[config.mk]
export PLATFORM = sky130hd
export DESIGN_NAME = adder_tree_accum
export DESIGN_NICKNAME = d
export VERILOG_FILES = /design/src/rtl/adder_tree_accum.sv
export SDC_FILE = /design/constraint.sdc
export NUM_CORES = 1
export LEC_CHECK = 0
export BUFFER_PORTS_ARGS = -buffer_cell sky130_fd_sc_hd__buf_4
export CAP_MARGIN = 20
export CORE_ASPECT_RATIO = 0.9
export CORE_MARGIN = 5
export CORE_UTILIZATION = 50
export CTS_CLUSTER_SIZE = 20
export DETAILED_ROUTE_END_ITERATION = 8
export HOLD_SLACK_MARGIN = 0.08
export PLACE_DENSITY = 0.78
export SLEW_MARGIN = 20
export SYNTH_ARGS = -nofsm -noshare
export SYNTH_HDL_FRONTEND = slang
export SYNTH_SLANG_ARGS = --single-unit
[constraint.sdc]
create_clock -name iCLK -period 2.52 [get_ports iCLK]
set_input_delay 0.252 -clock iCLK [delete_from_list [all_inputs] [get_ports iCLK]]
set_output_delay 0.252 -clock iCLK [all_outputs]
set_load 0.005 [all_outputs]
[src/rtl/adder_tree_accum.sv]
// adder_tree_accum: pipelined NCH-lane binary adder tree followed by a block
// accumulator that integrates ACC_LEN valid tree sums per output result.
//
// Build option: define ADDER_TREE_SIGNED_EN for two's complement lanes
// (sign extension, signed acc/odata); leave it undefined for unsigned lanes.
//
// Ports:
//   iCLK    clock, rising edge
//   iRSTn   asynchronous active-low reset
//   iEN     pipeline enable; low freezes all registers (ovalid drops to 0)
//   iCLR    synchronous flush of accumulator, counter and tree valid bits
//   iVALID  idata carries a sample this cycle
//   idata   NCH packed lanes, lane k at idata[k*WL +: WL]
//   ovalid  one-cycle result strobe
//   odata   accumulated result, held between strobes
module adder_tree_accum #(
   parameter int unsigned WL      = 8,
   parameter int unsigned NCH     = 4,
   parameter int unsigned ACC_LEN = 4
) (
   input  logic                                           iCLK,
   input  logic                                           iRSTn,
   input  logic                                           iEN,
   input  logic                                           iCLR,
   input  logic                                           iVALID,
   input  logic [NCH*WL-1:0]                              idata,
   output logic                                           ovalid,
`ifdef ADDER_TREE_SIGNED_EN
   output logic signed [WL+$clog2(NCH)+$clog2(ACC_LEN)-1:0] odata
`else
   output logic        [WL+$clog2(NCH)+$clog2(ACC_LEN)-1:0] odata
`endif
);

   localparam int unsigned LOG2NCH = $clog2(NCH);
   localparam int unsigned OWL     = WL + LOG2NCH + $clog2(ACC_LEN);
   localparam int unsigned CW      = (ACC_LEN > 1) ? $clog2(ACC_LEN) : 1;
   localparam int unsigned NSRC    = 2*NCH - 2;

   // Tree nodes in heap order: node i sums src[2i] and src[2i+1], where
   // src holds the extended lanes followed by the non-root nodes. Stage 1
   // occupies nodes 0..NCH/2-1, the root is node NCH-2. Nodes are carried at
   // OWL width; bits above the stage width are constant and trim away.
   logic [OWL-1:0]     node_q [0:NCH-2];
   logic [OWL-1:0]     src_c  [0:NSRC-1];
   logic [LOG2NCH-1:0] vld_q;

`ifdef ADDER_TREE_SIGNED_EN
   logic signed [OWL-1:0] acc_q;
`else
   logic        [OWL-1:0] acc_q;
`endif
   logic [CW-1:0]  cnt_q;
   logic [OWL-1:0] tree_sum_c;
   logic           tree_vld_c;
   logic           last_c;

   // Lane extension and operand routing for the tree
   always_comb begin
      for (int k = 0; k < NSRC; k++) begin
         src_c[k] = '0;
      end
      for (int k = 0; k < int'(NCH); k++) begin
`ifdef ADDER_TREE_SIGNED_EN
         src_c[k] = OWL'($signed(idata[k*WL +: WL]));
`else
         src_c[k] = OWL'(idata[k*WL +: WL]);
`endif
      end
      for (int i = 0; i < int'(NCH) - 2; i++) begin
         src_c[int'(NCH) + i] = node_q[i];
      end
   end

   // Tree registers and the valid bit travelling with each stage
   always_ff @(posedge iCLK or negedge iRSTn) begin
      if (!iRSTn) begin
         for (int i = 0; i < int'(NCH) - 1; i++) begin
            node_q[i] <= '0;
         end
         vld_q <= '0;
      end else if (iCLR) begin
         vld_q <= '0;
      end else if (iEN) begin
         for (int i = 0; i < int'(NCH) - 1; i++) begin
            node_q[i] <= src_c[2*i] + src_c[2*i+1];
         end
         vld_q[0] <= iVALID;
         for (int s = 1; s < int'(LOG2NCH); s++) begin
            vld_q[s] <= vld_q[s-1];
         end
      end
   end

   assign tree_sum_c = node_q[NCH-2];
   assign tree_vld_c = vld_q[LOG2NCH-1];
   assign last_c     = (cnt_q == CW'(ACC_LEN - 1));

   // Block accumulator; the group's final sum goes straight to odata
   always_ff @(posedge iCLK or negedge iRSTn) begin
      if (!iRSTn) begin
         acc_q  <= '0;
         cnt_q  <= '0;
         odata  <= '0;
         ovalid <= 1'b0;
      end else if (iCLR) begin
         acc_q  <= '0;
         cnt_q  <= '0;
         ovalid <= 1'b0;
      end else if (iEN) begin
         ovalid <= 1'b0;
         if (tree_vld_c) begin
            if (last_c) begin
               odata  <= acc_q + tree_sum_c;
               ovalid <= 1'b1;
               acc_q  <= '0;
               cnt_q  <= '0;
            end else begin
               acc_q  <= acc_q + tree_sum_c;
               cnt_q  <= cnt_q + CW'(1);
            end
         end
      end else begin
         // Stalled: nothing advances, and a strobe is never repeated
         ovalid <= 1'b0;
      end
   end

endmodule

== Word-level counts from Yosys, hierarchy flattened ==
Cells that the tools add are included.
Storage, ports and cells
  flip-flop bits (word level): 65
  input port bits: 37
  output and inout port bits: 13
  word-level logic and storage cells: 34
Operators by class
  add/sub/neg operators: 5
  eq/ne operators: 1
  mux-type cells: 14
  bitwise operators: 1
  reduce and logical (&&, ||, !) cells: 5
Operator list (count)
  12-bit 2-to-1 mux: 4
  12-bit adder: 2
  8-bit by 8-bit adder with 9-bit output: 2
  2-bit 2-to-1 mux: 6
  1-bit 2-to-1 mux: 4
  2-bit AND reduction: 2
  4-bit AND reduction: 1
  2-bit nonzero test: 2
  2-bit by 1-bit adder with 2-bit output, second input constant: 1
  2-bit == test, second input constant: 1
  1-bit inverter: 1

== Longest topological paths before layout ==
Gate-level depths: netlist (run 1).
  depth in word-level cells: 5
  mapped depth: 9
  mapped depth without buffers: 9

== Least setup slack after synthesis (run 1) ==
Ideal clock, no wire load.
  path kind: reg2reg
  from: reg node_q[12] (netlist bit)
  to: reg node_q (netlist bit tree_sum_c[8])
  setup time: 0.095 ns
  arrival time: 1.902 ns
  path slack: 0.523 ns
  cell stages (with the launch flop): 9
  buffers on the path: 0
  period minus slack after synthesis: 1.997 ns
  cells stage by stage: dfrtp_1 -> ha_1 -> fa_1 -> a21oi_1 -> o21ai_0 -> o21ai_0 -> a21oi_1 -> o21a_1 -> o31ai_1
Between the ends
  longest elaborated chain between the ends: 1
Ends and longest elaborated chain
  from (decl): RTL line 44  | logic [OWL-1:0] node_q [0:NCH-2];
  from (signal, indexed assignment): RTL line 86  | node_q[i] <= src_c[2*i] + src_c[2*i+1];
  12-bit adder: RTL line 86
No other way between the ends.
A chain may end at the register's enable or synchronous reset.

== Worst setup path in the final report (run 1) ==
Same ends and word-level chain as after synthesis.

==> results by group, run 1 <==
Outcome
  • Run status: finished clean

Job
  • Number of max-cap violations: 0

Worst setup path
  • WP data required: 2.77 ns
  • Worst path bufs/invs: 0
  • Endpoint class of the critical path: flip-flop
  • Largest delay share family, worst path: compound AO/OA/AOI/OAI gates
  • CP Class: reg2reg
  • Worst r2r src: node_q[12]
  • Critical-path cell with the highest stage delay: fa_1
  • Worst-path fanout max: 3
  • Worst EP arrival: 2.44 ns
  • Worst path max stage delay: 0.41 ns
  • CP startpoint: node_q[12]
  • Setup crit start kind: flip-flop
  • CP cell instances: ha_1 > fa_1 > a21oi_1 > o21ai_0 > o21ai_0 > a21oi_1 > o21a_1 > o31ai_1

Power and ir drop
  • Power Density: 679 mW/mm^2
  • Pint: 1930 uW
  • NetSw: slightly below 900 uW
  • Comb power frac: between 20% and 30%
  • Clock share of power: 31.8%
  • Sequential share of power: 39.7%
  • Switch share: 31.4%
  • Worst vdd ir: between 0.2 and 0.3 mV
  • Leakage: 0.00202 uW

Floorplanning
  • Die height: about 89 um
  • Die area: 0.00874 sq mm
  • Starting Density: 52.0%
  • Die W: between 90 and 100 um
  • Core area: 0.00669 sq mm
  • Row count: 28
  • Ports: 50

Placement
  • I/O Buffers: 49
  • GPL Wtd Cong: 0.825
  • Dpl hpwl: ~5200 um
  • # placed instances: 504

Route
  • Starting DRT DRC Count: around 80
  • Number of remaining DRC errors: 0
  • Pre-Repair DR Iteration Count: 4
  • Routed WL: just under 7000 um
  • Routed len/inst: between 10 and 15 um
  • Total number of vias: 2752
  • ANT nets after route: 0
  • Vias per cell: 5.28

Global route
  • Total grt overflow: 0
  • GRT Overall Usage: 17.2%
  • Largest net degree at the start of global routing: 58
  • Vias in the first global route: 2779
  • First-pass GRT wire length: 12100 um
  • Antenna violations before repair: 0

Clock network
  • Post CTS Setup Buffer Count: 0
  • Clk buf depth: 2
  • CTS resizes: 0
  • TritonCTS Buffers: 9
  • Clock transition at the registers of the reported paths: ~0.070 ns
  • CTS root buffer: clkbuf_8
  • Worst skew pair latency: 0.35 ns
  • CTS tree: built
  • Clk sink count: 57
  • H-Tree Depth: 3

Cells and area
  • Most frequent cells in the layout: nand2_1, dfrtp_1, buf_4, o21ai_0, ha_1
  • Post-layout nets: 503
  • Layout cells sized above 1: around 17%
  • Filler cells: 579
  • ANT cells: 0
  • Area Growth Syn to Fin: 18.9%
  • Non-Filler Instances: about 520
  • Commonest non-fill, non-tap cell in the layout: nand2_1

Timing
  • Fin Setup TNS: 0 ns
  • Final period utilization: between 80 and 90%
  • Setup violators final: 0
  • RSZ-0062 raised after global routing: no
  • Worst slew margin: 54.1%
  • FMAX: 456 MHz
  • Final min period: 2.20 ns
  • Slew Limit Fails: 0
  • Hold Vio Cnt, Final: 0
  • Worst Skew: 0.00845 ns
  • Worst-margin pin slew: 0.689 ns

Yosys
  • Syn Nets: 452
  • Post-Syn Instances: 375
  • Synth Cell Area: 0.00348 sq mm
  • Syn_area_per_cell: 9.29 sq um
  • Simple-gate portion of the synthesized area: 14.5%
  • Synth Register Bits: 57
  • Number of flops mapped to enable cells by yosys: 0
  • FFs w/ async S/R, synth: 100%
  • Adder-Cell Fraction of Synth Area: 15.2%
  • Xor and xnor area share after synthesis: 5.28%
  • Ys Warns: 0
  • Synth Area in Compound Gates: 19.7%
  • Ys flop type: dfrtp_1
  • Mux share of post-synthesis cell area: less than 1%
  • Post-synthesis cell type count: 42
  • Largest family of logic cells by synthesized area: compound AO/OA/AOI/OAI gates
  • Register area share after synthesis: about two fifths

Worst hold path
  • Worst Min Path Start: iCLR
  • Hold Path Class: in2reg
## per-stage QoR
stage          util [%]  hold WS (ns)  total power, uW  area [sq um]  setup slack, ns
6_report           61.9         0.112             2810          4140            0.325
5_1_grt            61.9         0.129             2990          4140           0.0282
4_1_cts            61.9         0.106             2830          4140            0.307
3_5_place_dp       58.6         0.349             1920          3920            0.320
3_3_place_gp       58.6         0.342             1900          3920            0.405
2_1_floorplan         -       -0.0436             1730          3480            0.523
## path summary, 6_finish.rpt
| path | to | slack [ns] | depth (start not counted) |
|---|---|---|---|
| worst max-delay path | tree_sum_c[8] | 0.32 | 8 |
| worst min-delay path | cnt_q[1] | 0.11 | 2 |
| worst max register to register | tree_sum_c[8] | 0.32 | 8 |
| worst min register to register | odata[5] | 0.48 | 2 |
| max in group asynchronous | node_q[28] | 1.57 | 2 |
| min in group asynchronous | odata[2] | 0.49 | 2 |
## cell type report
cell class	instances	area, sq um	share of cell area [%]
flip-flops and latches	57	1430	34.5
multi-input cells	291	1940	46.8
repair buffers	54	408	9.85
well taps	90	113	2.72
clock buffers	14	173	4.17
clock inverters	2	35.0	0.846
inverters	13	48.8	1.18
## what timing repair did
item / in CTS / in global routing
hold endpoints to repair: 57 / 0
setup endpoints to repair: 0 / 0
hold buffers: 1 / 0
## routing by layer
| layer | vias up | track usage, % | part of all wire (%) |
|---|---|---|---|
| li1 | 1425 | - | - |
| met1 | 1242 | 20.3 | 46 |
| met2 | 69 | 29.2 | 45 |
| met3 | 16 | 3.74 | 5.7 |
| met4 | 0 | 10.1 | 2.9 |
| met5 | - | 0 | 0 |
## sequential cells by signal (all words and copies together) (netlist names)
signal      cells
node_q         18
tree_sum_c     10
cnt_q           2
ovalid          1
odata          12
vld_q           2
acc_q          12
## cell families (layout without fill, tap and decap cells)
family / Yosys count / after routing
muxes: 3 / 3
xor gates and xnor gates: 21 / 21
AOI/OAI and AO/OA: 115 / 115
buffers and inverters: 27 / 83
adders and majority gates: 40 / 40
DFF: 57 / 57
and+or+nand+nor: 112 / 112
## power groups by stage
stage	clock (uW)	combinational (uW)	sequential, uW
5_1_grt	944	913	1130
2_1_floorplan	0	626	1100
6_report	894	800	1120
3_5_place_dp	0	793	1130
4_1_cts	909	806	1120
3_3_place_gp	0	772	1130
## cells in the mapped netlist, types with 2 or more instances
| library cell | count | area (sq um) |
|---|---|---|
| a211oi_1 | 5 | 37.5 |
| a21o_1 | 6 | 45.0 |
| a21oi_1 | 21 | 105 |
| a21oi_2 | 2 | 17.5 |
| a31oi_1 | 7 | 43.8 |
| and4b_1 | 2 | 20.0 |
| buf_2 | 3 | 15.0 |
| buf_6 | 2 | 22.5 |
| clkbuf_1 | 9 | 33.8 |
| dfrtp_1 | 57 | 1430 |
| fa_1 | 4 | 80.1 |
| ha_1 | 36 | 450 |
| inv_1 | 13 | 48.8 |
| mux2i_1 | 2 | 20.0 |
| nand2_1 | 66 | 248 |
| nand2b_1 | 4 | 25.0 |
| nand3_1 | 5 | 25.0 |
| nand3b_1 | 2 | 15.0 |
| nand4_1 | 2 | 12.5 |
| nor2_1 | 15 | 56.3 |
| nor2b_1 | 4 | 25.0 |
| nor3_1 | 6 | 30.0 |
| o21a_1 | 3 | 22.5 |
| o21ai_0 | 49 | 245 |
| o21ai_1 | 4 | 20.0 |
| o21bai_1 | 3 | 22.5 |
| o22ai_1 | 2 | 12.5 |
| o31ai_1 | 7 | 52.6 |
| or3_1 | 2 | 12.5 |
| xnor2_1 | 11 | 96.3 |
| xor2_1 | 10 | 87.6 |
Power figures use the tool's default switching activity.
==> inputs of run 2 (changes only) <==
--- a/config.mk
+++ b/config.mk
@@ -7,7 +7,6 @@
 export LEC_CHECK = 0
 export BUFFER_PORTS_ARGS = -buffer_cell sky130_fd_sc_hd__buf_4
 export CAP_MARGIN = 20
-export CORE_ASPECT_RATIO = 0.9
 export CORE_MARGIN = 5
 export CORE_UTILIZATION = 50
 export CTS_CLUSTER_SIZE = 20
==> run 2 against run 1 <==
  * Cell area decreased by 0.30%
  * Non-clock buffer count decreased by 1
  * Critical path depth unchanged
  * Clock power decreased by 5.7%
  * Utilization decreased by 1.1 points
  * Critical path type unchanged
  * Largest cell class unchanged
  * Total power decreased by 1.6%
  * Worst setup slack improved by 0.036 ns
  * Register-to-register slack improved by 0.04 ns
  * Worst hold slack improved by 0.012 ns
==> results by group, run 2 (synthesis results as in run 1) <==
Outcome
  • Run status: finished clean

Route
  • Total number of vias: 2782
  • Number of remaining DRC errors: 0
  • Routed WL: ~7000 um
  • Starting DRT DRC Count: 68
  • ANT nets after route: 0
  • Routed len/inst: 13.3 um
  • Pre-Repair DR Iteration Count: 4
  • Vias per cell: 5.30

Worst setup path
  • CP cell instances: ha_1 > fa_1 > a21oi_1 > o21ai_0 > o21ai_0 > a21oi_1 > o21a_1 > o31ai_1
  • Worst path max stage delay: 0.40 ns
  • Worst EP arrival: 2.41 ns
  • Endpoint class of the critical path: flip-flop
  • Setup crit start kind: flip-flop
  • WP data required: 2.77 ns
  • CP Class: reg2reg
  • Critical-path cell with the highest stage delay: fa_1
  • Worst-path fanout max: 3

Clock network
  • TritonCTS Buffers: 9
  • Worst skew pair latency: 0.34 ns
  • CTS root buffer: clkbuf_8
  • CTS tree: built
  • Clk buf depth: 2
  • H-Tree Depth: 3
  • Clk sink count: 57
  • Clock transition at the registers of the reported paths: 0.06 ns

Power and ir drop
  • Worst vdd ir: 0.285 mV
  • Power Density: 670 mW/mm^2
  • Leakage: 0.00202 uW

Timing
  • Slew Limit Fails: 0
  • Worst Skew: 0.00409 ns
  • Hold Vio Cnt, Final: 0
  • Worst slew margin: 54.0%
  • RSZ-0062 raised after global routing: no
  • Final period utilization: 85.7%
  • FMAX: roughly 460 MHz
  • Worst-margin pin slew: 0.690 ns
  • Hold Slack: 0.124 ns
  • Final min period: 2.16 ns
  • Setup violators final: 0
  • Fin Setup TNS: 0 ns

Floorplanning
  • Row count: 30
  • Die height: around 93 um
  • Starting Density: 51.3%
  • Core area: 0.00679 sq mm
  • Die area: 0.00873 sq mm
  • Die W: 93.5 um
  • Ports: 50

Placement
  • GPL Wtd Cong: 0.841
  • I/O Buffers: 49
  • # placed instances: 509
  • Dpl hpwl: approximately 5300 um

Cells and area
  • Commonest non-fill, non-tap cell in the layout: nand2_1
  • Top reg by flops: node_q
  • Regs by FF count: node_q (18), acc_q (12), odata (12)
  • Filler cells: about 570
  • Area Growth Syn to Fin: 18.5%
  • Most frequent cells in the layout: nand2_1, dfrtp_1, buf_4, o21ai_0, ha_1
  • Post-layout nets: 502
  • Non-Filler Instances: around 530
  • Max reg flops: 18
  • ANT cells: 0
  • Layout cells sized above 1: 17.2%

Global route
  • GR Layer Usage met2: between 20% and 30%
  • Met3 Usage GRT: 3.94%
  • Total grt overflow: 0
  • GR met1 Demand/Resource: between 20% and 30%
  • Antenna violations before repair: 0
  • Largest net degree at the start of global routing: 58
  • Vias in the first global route: between 2000 and 3000
  • First-pass GRT wire length: 12100 um
  • GRT Overall Usage: 17.5%
  • GR peak layer: met2

Worst hold path
  • Hold Path Class: in2reg

Job
  • Number of max-cap violations: 0
[run 2: changes by cell type in the layout (fill, tap and decap cells not counted), sizes merged]
cell,delta
buf,-1
clkinv,+1
clkbuf,-2
[run 2: stage by stage]
step           setup slack [ns]  instance area (sq um)  power (uW)  utilization (%)
6_report                  0.360                   4130        2760             60.7
2_1_floorplan             0.523                   3480        1730                -
4_1_cts                   0.343                   4130        2790             60.7
3_5_place_dp              0.360                   3920        1930             57.7
5_1_grt                   0.129                   4130        2970             60.7
3_3_place_gp              0.411                   3920        1900             57.7
[run 2: worst max-delay path, delay by kind of cell (launching register included)]
family	cells	cell delay (ns)
flops	1	0.38
compound gates	6	1.05
fa+ha+maj	2	0.63
[run 2: path summary, 6_finish.rpt]
path                       startpoint             to  slack [ns]  cells past startpoint
min in group asynchronous       iRSTn       odata[5]        0.51                      2
max in group asynchronous       iRSTn     node_q[16]        1.55                      2
hold / removal                   iCLR       cnt_q[1]        0.12                      2
setup / recovery           node_q[12]  tree_sum_c[8]        0.36                      8
hold reg to reg              odata[8]       odata[8]        0.48                      2
setup reg to reg           node_q[12]  tree_sum_c[8]        0.36                      8
[run 2: metal layers]
metal | share of wire, % | routed length (um)
met4 | 2.1 | 150
met5 | 0 | 0
met3 | 5.0 | 349
met2 | 48 | 3350
met1 | 45 | 3160
[run 2: final cells by class]
type | instances | area (sq um) | area share [%]
inverter | 13 | 48.8 | 1.18
timing repair buffer | 53 | 400 | 9.70
clock buffer | 12 | 155 | 3.76
tap | 96 | 120 | 2.91
multi-input combinational | 291 | 1940 | 46.9
clock inverter | 3 | 40.0 | 0.970
sequential | 57 | 1430 | 34.6
[run 2: repair_timing]
item                                   in CTS  in global routing
setup buffers                               0                  0
gates resized for setup                     0                  0
hold buffers                                1                  0
endpoints found under the hold margin      57                  0
[run 2: report_power, final]
group / internal [uW] / total (uW) / switching [uW]
clock: 501 / 843 / 341
combinational: 356 / 805 / 450
sequential: 1040 / 1120 / 80.7
total: 1890 / 2760 / 872
